### config.mk
export PLATFORM = sky130hd
export DESIGN_NAME = byte_assembler
export DESIGN_NICKNAME = d
export VERILOG_FILES = /design/src/rtl/byte_pkg.sv /design/src/rtl/addr_counter.sv /design/src/rtl/byte_assembler.sv
export SDC_FILE = /design/constraint.sdc
export NUM_CORES = 1
export LEC_CHECK = 0
export BUFFER_PORTS_ARGS = -buffer_cell sky130_fd_sc_hd__buf_2
export CAP_MARGIN = 40
export CORE_MARGIN = 4
export CORE_UTILIZATION = 53
export CTS_BUF_LIST = sky130_fd_sc_hd__clkbuf_4
export CTS_CLUSTER_DIAMETER = 200
export CTS_CLUSTER_SIZE = 10
export DETAILED_ROUTE_END_ITERATION = 7
export PLACE_DENSITY = 0.85
export SKIP_LAST_GASP = 1
export SLEW_MARGIN = 20
export SYNTH_ARGS = -nofsm -noshare
export SYNTH_HDL_FRONTEND = slang
export SYNTH_SLANG_ARGS = --single-unit
### constraint.sdc
create_clock -name clk -period 2.1 [get_ports clk]
set_input_delay 0.315 -clock clk [delete_from_list [all_inputs] [get_ports clk]]
set_output_delay 0.315 -clock clk [all_outputs]
set_load 0.01 [all_outputs]
### src/rtl/byte_pkg.sv
// Shared definitions for the byte-to-word assembler: state encoding,
// default write-address width and the byte acceptance rule.
package byte_pkg;

   localparam int ADDR_W_DEF = 8;

   typedef enum logic [1:0] {
      WAIT_HI = 2'b00,
      WAIT_LO = 2'b01,
      WRITE   = 2'b10
   } state_e;

   // A byte is taken only when offered, accepted and not overridden by clear.
   function automatic logic byte_accept(input logic valid, input logic rdy, input logic clr);
      return valid & rdy & ~clr;
   endfunction

endpackage

### src/rtl/addr_counter.sv
// RAM write-address register. Advances by one on inc, wrapping modulo 2^W,
// and flags the all-ones -> zero rollover with a one-cycle wrap pulse that
// lines up with the cycle the address first reads zero.
module addr_counter
   import byte_pkg::*;
#(
   parameter int W = ADDR_W_DEF
) (
   input  logic         clk,
   input  logic         reset_n,
   input  logic         inc,
   output logic [W-1:0] addr,
   output logic         wrap
);

   logic [W-1:0] addr_q;
   logic [W-1:0] addr_d;
   logic         wrap_q;
   logic         wrap_d;

   // Next address and rollover detection.
   always_comb begin
      addr_d = addr_q;
      wrap_d = 1'b0;
      if (inc) begin
         addr_d = addr_q + W'(1);
         wrap_d = (addr_q == {W{1'b1}});
      end
   end

   // Address and wrap pulse registers.
   always_ff @(posedge clk or negedge reset_n) begin
      if (!reset_n) begin
         addr_q <= '0;
         wrap_q <= 1'b0;
      end else begin
         addr_q <= addr_d;
         wrap_q <= wrap_d;
      end
   end

   assign addr = addr_q;
   assign wrap = wrap_q;

endmodule

### src/rtl/byte_assembler.sv
// Collects a high byte then a low byte into a 16-bit word and writes it to
// a RAM through a one-cycle write strobe at an auto-incrementing address.
//
// state   | meaning
// --------+-----------------------------------------------------------
// WAIT_HI | idle / expecting the high byte, phase=0, ready=1
// WAIT_LO | high byte held, expecting the low byte, phase=1, ready=1
// WRITE   | we=1 with the assembled word, ready=0, incoming bytes dropped
//
// All FSM outputs are registered and updated together with the state, so
// phase is exactly "in WAIT_LO" and can drive a hi/lo selector directly.
module byte_assembler
   import byte_pkg::*;
#(
   parameter int ADDR_W = ADDR_W_DEF
) (
   input  logic              clk,
   input  logic              reset_n,
   input  logic [7:0]        byte_in,
   input  logic              byte_valid,
   input  logic              clear,
   output logic              ready,
   output logic              phase,
   output logic [15:0]       word_out,
   output logic              we,
   output logic [ADDR_W-1:0] addr,
   output logic              wrap
);

   state_e     state_q;
   logic [7:0] hi_q;
   logic [7:0] lo_q;
   logic [7:0] word_hi_q;
   logic       ready_q;
   logic       phase_q;
   logic       we_q;
   logic       accept;
   logic       inc;

   assign accept = byte_accept(byte_valid, ready_q, clear);

   // The address moves on the clock edge that leaves WRITE; clear is not
   // looked at here, so an abort never touches the address.
   assign inc = (state_q == WRITE);

   // Sequencing FSM with registered outputs.
   always_ff @(posedge clk or negedge reset_n) begin
      if (!reset_n) begin
         state_q   <= WAIT_HI;
         hi_q      <= 8'h00;
         lo_q      <= 8'h00;
         word_hi_q <= 8'h00;
         ready_q   <= 1'b1;
         phase_q   <= 1'b0;
         we_q      <= 1'b0;
      end else begin
         we_q <= 1'b0;
         case (state_q)
            WAIT_HI: begin
               if (accept) begin
                  hi_q    <= byte_in;
                  state_q <= WAIT_LO;
                  phase_q <= 1'b1;
               end
            end
            WAIT_LO: begin
               if (clear) begin
                  // The held high byte is abandoned; it is overwritten by
                  // the next accepted high byte before it can be used.
                  state_q <= WAIT_HI;
                  phase_q <= 1'b0;
               end else if (accept) begin
                  lo_q      <= byte_in;
                  word_hi_q <= hi_q;
                  state_q   <= WRITE;
                  phase_q   <= 1'b0;
                  ready_q   <= 1'b0;
                  we_q      <= 1'b1;
               end
            end
            WRITE: begin
               // The write is already on the bus this cycle, so clear has
               // nothing left to abort and the FSM simply returns.
               state_q <= WAIT_HI;
               phase_q <= 1'b0;
               ready_q <= 1'b1;
            end
            default: begin
               state_q <= WAIT_HI;
               phase_q <= 1'b0;
               ready_q <= 1'b1;
            end
         endcase
      end
   end

   addr_counter #(
      .W (ADDR_W)
   ) u_addr_counter (
      .clk     (clk),
      .reset_n (reset_n),
      .inc     (inc),
      .addr    (addr),
      .wrap    (wrap)
   );

   // word_out is built from registers that only load on entry to WRITE, so
   // it holds the last assembled word while new bytes are being collected.
   assign word_out = {word_hi_q, lo_q};
   assign ready    = ready_q;
   assign phase    = phase_q;
   assign we       = we_q;

endmodule

; After elaboration in Yosys (flattened, before gate mapping)
; Index checks and enable logic that the tools add are counted.
[classes]
div_mod_pow = 0
addsub = 1
order_cmp = 0
shift = 0
n_reduce_logical = 5
n_mux = 14
bitwise_logic = 4
n_mul = 0
eq_ne = 7
[op_table]
columns = cell, count
row1 = 8-bit by 1-bit adder with 8-bit output (second input constant), 1
row2 = 8-bit == test (second input constant), 1
row3 = 1-bit 2-to-1 mux, 8
row4 = 2-bit 2-to-1 mux, 3
row5 = 2-bit inequality test (second input constant), 3
row6 = 3-bit AND reduction, 2
row7 = 1-bit one-hot mux with 2 select lines, 2
row8 = 2-bit one-hot mux with 2 select lines, 1
row9 = 2-bit AND reduction, 2
row10 = 3-bit inequality test (second input constant), 1
row11 = 1-bit bitwise AND, 2
row12 = 2-bit by 1-bit == test with 1-bit output (second input constant), 1
row13 = 2-bit == test (second input constant), 1
row14 = 2-bit logical NOT, 1
row15 = 1-bit inverter, 2
[word_totals]
elab_cells = 40
inputBits = 12
memories = 0
latchBits = 0
romBits = 0
output_inout_bits = 28
regBits = 38
ram_bits = 0

; Depth between registers and ports, before layout
; Gate-level depths: netlist (run 1).
[depth]
word_depth = 5
depth_mapped = 5
ltp_nobuf = 4

; Cells and area by module
; From an unflattened synthesis (run 1), not the netlist that was laid out.
[unflattened]
hier_cells = 92
area_unflattened_um2 = 1460.2
[by_module_without_submodules]
columns = mod, cells_each, n_inst, area_per_inst_um2
row1 = byte_assembler, 63, 1, 1093.5
row2 = addr_counter, 29, 1, 366.6

; Worst setup path before layout (run 1)
; Ideal clock, no wire load.
[synth_path]
kind = reg-to-reg
startpoint = register ready_q (netlist: ready)
endpoint = register lo_q[0]
setup_time_ps = 125
path_buffers = 2
synth_period_minus_slack_ps = 1802
path_slack_ps = 298
required_time_ps = 1975
stages_incl_launch_ff = 6
arrival_ps = 1677
cell_sequence = dfstp_2 -> nand2_2 -> or4b_1 -> buf_6 -> buf_12 -> mux2_4
[synth_via]
elab_chain_cells = 3
[synth_lines]
columns = element, line
row1 = start: declaration, byte_assembler.sv:34  ; logic ready_q;
row2 = start signal: assignment, byte_assembler.sv:53  ; ready_q <= 1'b1;
row3 = start signal: assignment, byte_assembler.sv:77  ; ready_q <= 1'b0;
row4 = start signal: assignment, byte_assembler.sv:86  ; ready_q <= 1'b1;
row5 = 1-bit bitwise AND (2 in series), byte_pkg.sv:15  ; return valid & rdy & ~clr;
row6 = 3-bit AND reduction (no line), --
row7 = end signal: assignment, byte_assembler.sv:73  ; lo_q <= byte_in;
row8 = end: declaration, byte_assembler.sv:32  ; logic [7:0] lo_q;
; No other way between the ends.
; A chain may end at the register's enable or synchronous reset.

; Worst setup path after layout (run 1)
[layout_path]
startpoint = register ready_q (netlist: ready)
endpoint = register lo_q[6]
; The elaborated chain is that of the path after synthesis.

==> results of run 1 <==
[kinds of logic (layout without fill, tap and decap cells)]
family	count (synthesis)	after routing	synth area share [%]
adder cells (fa/ha/maj)	1	1	0.849
multiplexers	24	24	20.1
XOR/XNOR	8	8	4.76
flip-flops	37	37	63.0
AND/OR/NAND/NOR	21	21	8.16
buffers and inverters	4	53	2.63
AO/OA/AOI/OAI	1	1	0.510
[path summary, 6_finish.rpt]
path / slack (ns) / endpoint / start / cells after the start
setup / recovery: 0.32 / lo_q[6] / ready / 4
hold / removal: 0.19 / phase / clear / 2
setup reg to reg: 0.32 / lo_q[6] / ready / 4
hold reg to reg: 0.50 / u_addr_counter.addr[7] / u_addr_counter.addr[7] / 1
max in group asynchronous: 1.37 / ready / reset_n / 3
min in group asynchronous: 0.31 / u_addr_counter.addr[0] / reset_n / 2
[sequential cells by signal (all words and copies together), names as in the netlist]
| name | count |
|---|---|
| u_addr_counter.wrap | 1 |
| u_addr_counter.addr | 8 |
| hi_q | 8 |
| word_hi_q | 8 |
| state_q | 1 |
| lo_q | 8 |
| ready | 1 |
| phase | 1 |
| we | 1 |
[metrics by stage]
| step | std cells | power (W) |
|---|---|---|
| 4_1_cts | 173 | 0.00113 |
| 3_5_place_dp | 165 | 0.000753 |
| 2_1_floorplan | 96 | 0.000727 |
| 6_report | 175 | 0.00112 |
| 5_1_grt | 175 | 0.00117 |
| 3_3_place_gp | 165 | 0.000752 |
[per-layer routing]
metal	global-route usage (%)	vias to the layer above	wire, um
met5	0	-	0
met4	5.88	0	38
met3	6.17	6	190
met2	25.3	30	1220
met1	20.8	454	1080
li1	-	424	-
[cells in the mapped netlist (all sizes together)]
cell,n,area (sq um)
and4,1,8.76
dfrtp,36,901
nand2,8,32.5
ha,1,12.5
dfstp,1,26.3
nor2b,1,6.26
xnor2,5,43.8
mux2,24,297
nor4,2,18.8
or4b,1,10.0
xor2,3,26.3
nand3,2,10.0
inv,2,7.51
nand4,2,12.5
o21a,1,7.51
buf,2,31.3
nand2b,1,6.26
nor3,3,15.0
[worst max-delay path, delay by kind of cell, from the launching register on]
| family | cells | cell delay (ns) |
|---|---|---|
| buffers and inverters | 1 | 0.24 |
| DFF | 1 | 0.56 |
| muxes | 1 | 0.32 |
| and+or+nand+nor | 2 | 0.54 |
[where the power goes]
group	total [W]	internal (W)	leakage [nW]	switching [W]
clock	0.000372	0.000172	0.0368	0.000200
sequential	0.000712	0.000712	0.514	0
combinational	0.0000316	0.0000128	0.480	0.0000188
total	0.00112	0.000897	1.03	0.000219
[area by class of cell]
cell class,count,area [sq um]
Fill cell,198,788
Clock buffer,8,60.1
Sequential cell,37,927
Inverter,2,7.51
Timing Repair Buffer,43,240
Tap cell,30,37.5
Multi-Input combinational cell,55,507
==> results.md, run 1 <==
* First DRT Iteration DRCs at 8
* TritonCTS clock tree: built
* FF+latch count, synth at 37
* Clock Sinks at 37
* Largest net degree at the start of global routing at 38
* Detailed placer's ending HPWL at 1.85 mm
* CTS max path bufs at 2
* Chip height at 60.7 um
* Post-Syn Nets at 109
* Sequential area share after synthesis at 63.0%
* Port buffer count at 39
* Final setup viols at 0
* Leakage at slightly above 1 nW
* Final Cycle Share at a little over four fifths
* Hold-fix buffers at CTS at 0
* Setup bufs post-CTS at 0
* Root Driver: clkbuf_4
* Hold_ws at roughly 0.19 ns
* WS Path Type: flop to flop
* Routed len/inst at 14.4 um
* Final hold vios at 0
* Final core utilization at between 60 and 70%
* First-pass GRT wire length at 4.35 mm
* Cell Chain, Critical Path: nand2_2 > or4b_1 > buf_4 > mux2_4
* Core area at 2570 sq um
* Synth cell types at 22
* Count of mapped cells out of synthesis at 96
* Post-route ant nets at 0
* Fin Clk Skew at 0.00616 ns
* DP Worst Slack at 0.327 ns
* Most frequent cells in the layout: 39 x buf_2, 36 x dfrtp_1, 17 x mux2_2
* Setup_tns at 0 ns
* CTS H-tree depth at 2
* Layout area overhead at 20.8%
* RSZ-0062 raised after global routing: false
* Slew headroom at 76.6%
* Worst Path Arrival at 2.00 ns
* Final Max Slew Viols at 0
* Synth warnings at 0
* Most common cell after layout, fill and taps aside: buf_2
* Worst path max stage delay at about 0.56 ns
* Number of global-route vias before repair at 973
* DRC errors left at 0
* I/O pin total at 40
* Post-placement cell area at 1690 sq um
* Measured slew at the worst slew-check pin at 0.350 ns
* Post-Route WL at 2.52 mm
* Router iterations before antenna repair at 3
* Cts bufs inserted at 5
* Clock slew at reported path FFs at 0.10 ns
* Peak supply drop at between 0.0005 and 0.0006 V
* Post_cts resized at 0
* Avg Inst Size Synth at 15.3 sq um
* Share of cells above drive strength 1 at 53.1%
* Vias per cell at about 5.2
* Worst EP required at 2.31 ns
* Effective utilization at floorplan at 57.4%
* Vias at 914
* Initial antenna violation count at 0
* Hold Crit Class: input port to flop
* Final worst slack at 0.317 ns
* Die Footprint at between 3000 and 4000 sq um
* Total global-route track usage at around 16%
* Final nets at roughly 160
* CP Launch Type: flop
* CP max FO at 19
* Row Count at 18
* Mapped cell area at roughly 1500 sq um
* Endpoint type of the worst setup path: flop
* P per Cell Area at roughly 630 nW/um^2
* Slowest-stage cell, CP: dfstp_2
* Total gr overflow at 0
* Worst-Skew Late Latency at around 0.32 ns
* Fin area at 1780 sq um
* Die width at 60.7 um
* Total of max-cap violations at 0
* GPL Wtd Cong at around 0.84
* Status: finished, final reports clean
* # diodes at 0
* Final min period at 1.78 ns
* Max Fclk at 0.561 GHz
Power figures use the tool's default switching activity.
==> run 2: changes to the inputs <==
CORE_UTILIZATION = 48   (was 53)
PLACE_DENSITY = 0.81   (was 0.85)
clock period = 1.6 ns   (was 2.1 ns; I/O delays follow)
==> results.md, run 2 (synthesis gave the netlist of run 1 again) <==
* Status: finished, violations left
* Failing checks: negative setup slack
* Clock slew at reported path FFs at 0.11 ns (about the same)
* CTS H-tree depth at 2 (unchanged)
* Setup bufs post-CTS at 0 (unchanged)
* CTS max path bufs at 2 (unchanged)
* Setup_tns at -1.32 ns (-1.32 ns)
* Die Footprint at 4020 sq um (+9.0%)
* I/O pin total at 40 (unchanged)
* Port buffer count at 39 (unchanged)
* Final core utilization at 66.7% (-2.6 points)
* Hold_ws at 0.116 ns (-0.0768 ns)
* DRC errors left at 0 (unchanged)
* Number of global-route vias before repair at 1017 (+4.5%)
* Hold Crit Class: input port to flop
* Peak supply drop at 0.000567 V (-5.0%)
* Total gr overflow at 0 (unchanged)
* First DRT Iteration DRCs at 69 (+61)
* Chip height at 63.4 um (+4.4%)
* Worst reg2reg endpoint: lo_q[6]
* Most common cell after layout, fill and taps aside: buf_2
* Worst-Skew Late Latency at 0.35 ns (+0.03 ns)
* Fin Clk Skew at 0.00556 ns (-0.000592 ns)
* TritonCTS clock tree: built
* Detailed placer's ending HPWL at 2.06 mm (+11%)
* Worst EP required at 1.84 ns (-0.47 ns)
* Share of cells above drive strength 1 at 55.0% (+1.9 points)
* Core area at 2850 sq um (+11%)
* Final nets at 163 (+3.8%)
* Total of max-cap violations at 0 (unchanged)
* WS Path Type: flop to flop
* Layout area overhead at 29.2%
* Reg2reg path depth at 4 (unchanged)
* Largest net degree at the start of global routing at 38 (unchanged)
* Final Cycle Share at 106% (+21 points)
* Post-Route WL at 2.90 mm (+15%)
* Final min period at 1.70 ns (-0.0832 ns)
* Max Fclk at 0.588 GHz (+4.9%)
* Measured slew at the worst slew-check pin at 0.346 ns (-0.00348 ns)
* Final Max Slew Viols at 0 (unchanged)
* Cts bufs inserted at 5 (unchanged)
* Initial antenna violation count at 0 (unchanged)
* Final hold vios at 0 (unchanged)
* Total global-route track usage at 16.0% (-0.20 points)
* P per Cell Area at 850 nW/um^2 (+35%)
* Endpoint type of the worst setup path: flop
* Most frequent cells in the layout: 39 x buf_2, 36 x dfrtp_1, 14 x mux2_4
* Clock Sinks at 37 (unchanged)
* CP Launch Type: flop
* Final worst slack at -0.0999 ns (-0.417 ns)
* Root Driver: clkbuf_4
* Worst reg2reg setup slack at -0.1 ns (-0.42 ns)
* RSZ-0062 raised after global routing: true
* Router iterations before antenna repair at 4 (+1)
* CP max FO at 12 (-7)
* Final setup viols at 16 (+16)
* Die width at 63.4 um (+4.4%)
* Routed len/inst at 15.9 um (+11%)
* Reg-to-Reg Start: ready
* Vias per cell at 5.27 (+0.99%)
* Post-route ant nets at 0 (unchanged)
* Vias at 960 (+5.0%)
* First-pass GRT wire length at 4.91 mm (+13%)
* GPL Wtd Cong at 0.781 (-7.2%)
* Slew headroom at 76.9% (+0.23 points)
* Row Count at 19 (+1)
* Worst Path Arrival at 1.94 ns (-0.06 ns)
* Effective utilization at floorplan at 51.6% (-5.7 points)
* Worst Setup EP: lo_q[6]
* # diodes at 0 (unchanged)
* Launch point of the worst path: ready
* Leakage at 1.08 nW (+4.8%)
==> run 2: cell count changes in the layout (fill, tap and decap cells not counted), moves of 2 or more <==
| cell | previous run | this run |
|---|---|---|
| buf_6 | 0 | 2 |
| mux2_4 | 7 | 14 |
| clkbuf_4 | 8 | 5 |
| buf_4 | 2 | 5 |
| mux2_2 | 17 | 10 |
==> run 2: area by class of cell <==
type / instances / area (sq um)
repair buffers: 49 / 305
well taps: 31 / 38.8
clock inverters: 3 / 41.3
flip-flops and latches: 37 / 927
multi-input cells: 55 / 546
inverters: 2 / 7.51
clock buffers: 5 / 37.5
fillers: 223 / 950
==> run 2: worst max-delay path, cell delays in order, from the launching register on <==
cell     delay [ns]
dfstp_2        0.56
nand2_2        0.06
or4b_4         0.52
buf_12         0.17
mux2_4         0.29
==> run 2: stage by stage <==
| stage | cell area [sq um] | worst slack, ns | instances | power, W |
|---|---|---|---|---|
| after CTS | 1860 | -0.0834 | 182 | 0.00163 |
| final | 1900 | -0.0999 | 182 | 0.00162 |
| after global routing | 1900 | -0.140 | 182 | 0.00169 |
| after global placement | 1760 | -0.0744 | 173 | 0.000993 |
| after floorplan | 1470 | -0.202 | 96 | 0.000954 |
| after detailed placement | 1760 | -0.126 | 173 | 0.000995 |
==> run 2: worst min-delay path by stage <==
| stage | start | slack, ns | cells past startpoint | end |
|---|---|---|---|---|
| global route | byte_in[1] | 0.1 | 2 | lo_q[1] |
| detailed placement | reset_n | 0.22 | 2 | u_addr_counter.addr[2] |
| global placement | reset_n | 0.21 | 2 | u_addr_counter.addr[3] |
| floorplan | reset_n | -0.06 | 0 | hi_q[0] |
| finish | clear | 0.12 | 2 | phase |
| CTS | clear | 0.1 | 2 | phase |
==> run 2: routing by layer <==
layer	part of all wire (%)	global-route usage (%)
met1	42	18.1
met2	47	25.7
met3	8.5	7.82
met4	1.8	6.74
met5	0	0
==> run 2: power breakdown <==
| group | leakage (nW) | internal [W] | switching [W] |
|---|---|---|---|
| Combinational | 0.527 | 0.0000172 | 0.0000271 |
| Clock | 0.0389 | 0.000323 | 0.000315 |
| Sequential | 0.514 | 0.000935 | 0 |
| Total | 1.08 | 0.00128 | 0.000342 |
==> run 2: repair_timing <==
item	CTS	global route
pin swaps	0	0
endpoints found under the setup margin	21	24
gates resized for setup	4	10
endpoints found under the hold margin	36	0
hold buffers	1	0
==> run 3: changes to the inputs <==
CORE_UTILIZATION = 53   (was 48)
PLACE_DENSITY = 0.85   (was 0.81)
clock period = 1.8 ns   (was 1.6 ns; I/O delays follow)
==> results.md, run 3 (synthesis gave the netlist of run 1 again) <==
* Hold depth at 2 (unchanged)
* Sequential power share at 66.3% (+8.5 points)
* Reg2reg path depth at 4 (unchanged)
* Buf+Inv Stages, Crit Path at 1 (unchanged)
* Die Footprint at 3690 sq um (-8.3%)
* Layout area overhead at 21.9%
* Hold_ws at 0.131 ns (+0.0150 ns)
* TritonCTS clock tree: built
* Psw at 0.000266 W (-22%)
* CTS max path bufs at 2 (unchanged)
* Final Cycle Share at 97.3% (-9.0 points)
* Port buffer count at 39 (unchanged)
* Final worst slack at 0.0489 ns (+0.149 ns)
* Post_cts resized at 0 (-4)
* Int Power at 0.000986 W (-23%)
* Vias at 920 (-4.2%)
* Slowest-stage cell, CP: dfstp_2
* Critical path's top delay family: simple AND/OR/NAND/NOR gates
* # diodes at 0 (unchanged)
* Detailed placer's ending HPWL at 1.87 mm (-9.1%)
* Largest net degree at the start of global routing at 38 (unchanged)
* Part of the power in the clock network at 30.7% (-8.8 points)
* Leakage at 1.04 nW (-4.1%)
* Worst-Skew Late Latency at 0.33 ns (-0.02 ns)
* Clock Sinks at 37 (unchanged)
* Final min period at 1.75 ns (+0.0511 ns)
* Effective utilization at floorplan at 57.4% (+5.7 points)
* Net Sw Frac at 21.3% (+0.13 points)
* Final Max Slew Viols at 0 (unchanged)
* Worst reg2reg setup slack at 0.05 ns (+0.15 ns)
* Setup bufs post-CTS at 0 (unchanged)
* Peak supply drop at 0.000689 V (+22%)
* Most frequent cells in the layout: 39 x buf_2, 36 x dfrtp_1, 17 x mux2_2
* Most common cell after layout, fill and taps aside: buf_2
* First-pass GRT wire length at 4.11 mm (-16%)
* Hold_sp: clear
* FILL cells at 188 (-16%)
* DRC errors left at 0 (unchanged)
* Launch point of the worst path: ready
* Status: finished, final reports clean
* Worst EP required at 2.02 ns (+0.18 ns)
* Share of cells above drive strength 1 at 52.7% (-2.2 points)
* Core area at 2570 sq um (-10%)
* Total global-route track usage at 15.6% (-0.43 points)
* WS Path Type: flop to flop
* Max Fclk at 0.571 GHz (-2.9%)
* Number of global-route vias before repair at 899 (-12%)
* P per Cell Area at 697 nW/um^2 (-18%)
* Routed len/inst at 14.2 um (-11%)
* Endpoint type of the worst setup path: flop
* CP max FO at 19 (+7)
* Worst path max stage delay at 0.56 ns (about the same)
* RSZ-0062 raised after global routing: false
* Sequential standard cell area at 927 sq um (unchanged)
* Cell Chain, Critical Path: nand2_2 > or4b_1 > buf_12 > mux2_4
* DP Worst Slack at 0.0458 ns (+0.172 ns)
* Dpl cells at 167 (-3.5%)
* Final nets at 159 (-2.5%)
* Die width at 60.7 um (-4.2%)
* GPL Wtd Cong at 0.813 (+4.1%)
* Fin Clk Skew at 0.00694 ns (+0.00138 ns)
* Chip height at 60.7 um (-4.2%)
* Clock slew at reported path FFs at 0.10 ns (about the same)
* Reg-to-Reg Start: ready
* Cts bufs inserted at 5 (unchanged)
* First DRT Iteration DRCs at 32 (-54%)
* Post-Route WL at 2.50 mm (-14%)
* Final setup viols at 0 (-16)
* CTS H-tree depth at 2 (unchanged)
* Router iterations before antenna repair at 3 (-1)
* Worst Path Arrival at 1.97 ns (+0.03 ns)
* Worst reg2reg endpoint: lo_q[1]
* Measured slew at the worst slew-check pin at 0.313 ns (-0.0337 ns)
* Row Count at 18 (-1)
* Hold Crit Class: input port to flop
* Total gr overflow at 0 (unchanged)
* Vias per cell at 5.23 (-0.90%)
* CP Launch Type: flop
* Initial antenna violation count at 0 (unchanged)
* Final hold vios at 0 (unchanged)
* Slew headroom at 79.1% (+2.3 points)
* Post-route ant nets at 0 (unchanged)
* Multi-input gate area at 507 sq um (-7.1%)
* Hold-fix buffers at CTS at 0 (-1)
* Combinational Power Share at 2.9% (+0.2 points)
* Final non-filler cell total at 176 (-3.3%)
* Root Driver: clkbuf_4
* I/O pin total at 40 (unchanged)
* Hold EP: phase
* Total of max-cap violations at 0 (unchanged)
run 3: cell count changes in the layout (fill, tap and decap cells not counted), sizes merged:
| cell | change |
|---|---|
| buf | -4 |
| bufinv | -1 |
run 3: layout make-up:
class / count / share of cell area, %
Tap cell: 30 / 2.09
Clock inverter: 2 / 0.627
Timing Repair Buffer: 45 / 14.9
Sequential cell: 37 / 51.6
Inverter: 2 / 0.418
Multi-Input combinational cell: 55 / 28.2
Clock buffer: 5 / 2.09
run 3: worst register-to-register path: stages, from the launching register on:
cell,delay [ns]
dfstp_2,0.56
nand2_2,0.07
or4b_1,0.52
buf_12,0.19
mux2_4,0.31
run 3: power groups by stage:
stage | logic [W] | registers [W] | clock network, W
5_1_grt | 0.0000420 | 0.000831 | 0.000444
3_3_place_gp | 0.0000299 | 0.000847 | 0
2_1_floorplan | 0.000000635 | 0.000847 | 0
6_report | 0.0000367 | 0.000831 | 0.000385
4_1_cts | 0.0000313 | 0.000831 | 0.000404
3_5_place_dp | 0.0000315 | 0.000847 | 0
run 3: metal layers:
layer	part of all wire, %	track usage, %	up-vias
met5	0	0	-
met4	1.4	4.64	0
met3	6.8	6.81	5
met2	51	25.8	29
met1	40	18.5	453
li1	-	-	433
run 3: metrics by stage:
stage	instance area (sq um)	utilization, %	TNS (ns)	power, W
2_1_floorplan	1470	-	-0.0168	0.000848
3_3_place_gp	1720	66.9	0	0.000877
3_5_place_dp	1720	66.9	0	0.000878
4_1_cts	1770	68.8	0	0.00127
5_1_grt	1800	69.9	0	0.00132
6_report	1800	69.9	0	0.00125
run 3: worst max-delay path by stage:
stage,depth (start not counted),slack (ns),to
after floorplan,5,-0.002,lo_q[0]
after global placement,4,0.09,lo_q[5]
after detailed placement,4,0.05,lo_q[1]
after CTS,4,0.04,lo_q[1]
after global routing,4,0.005,lo_q[6]
final,4,0.05,lo_q[1]
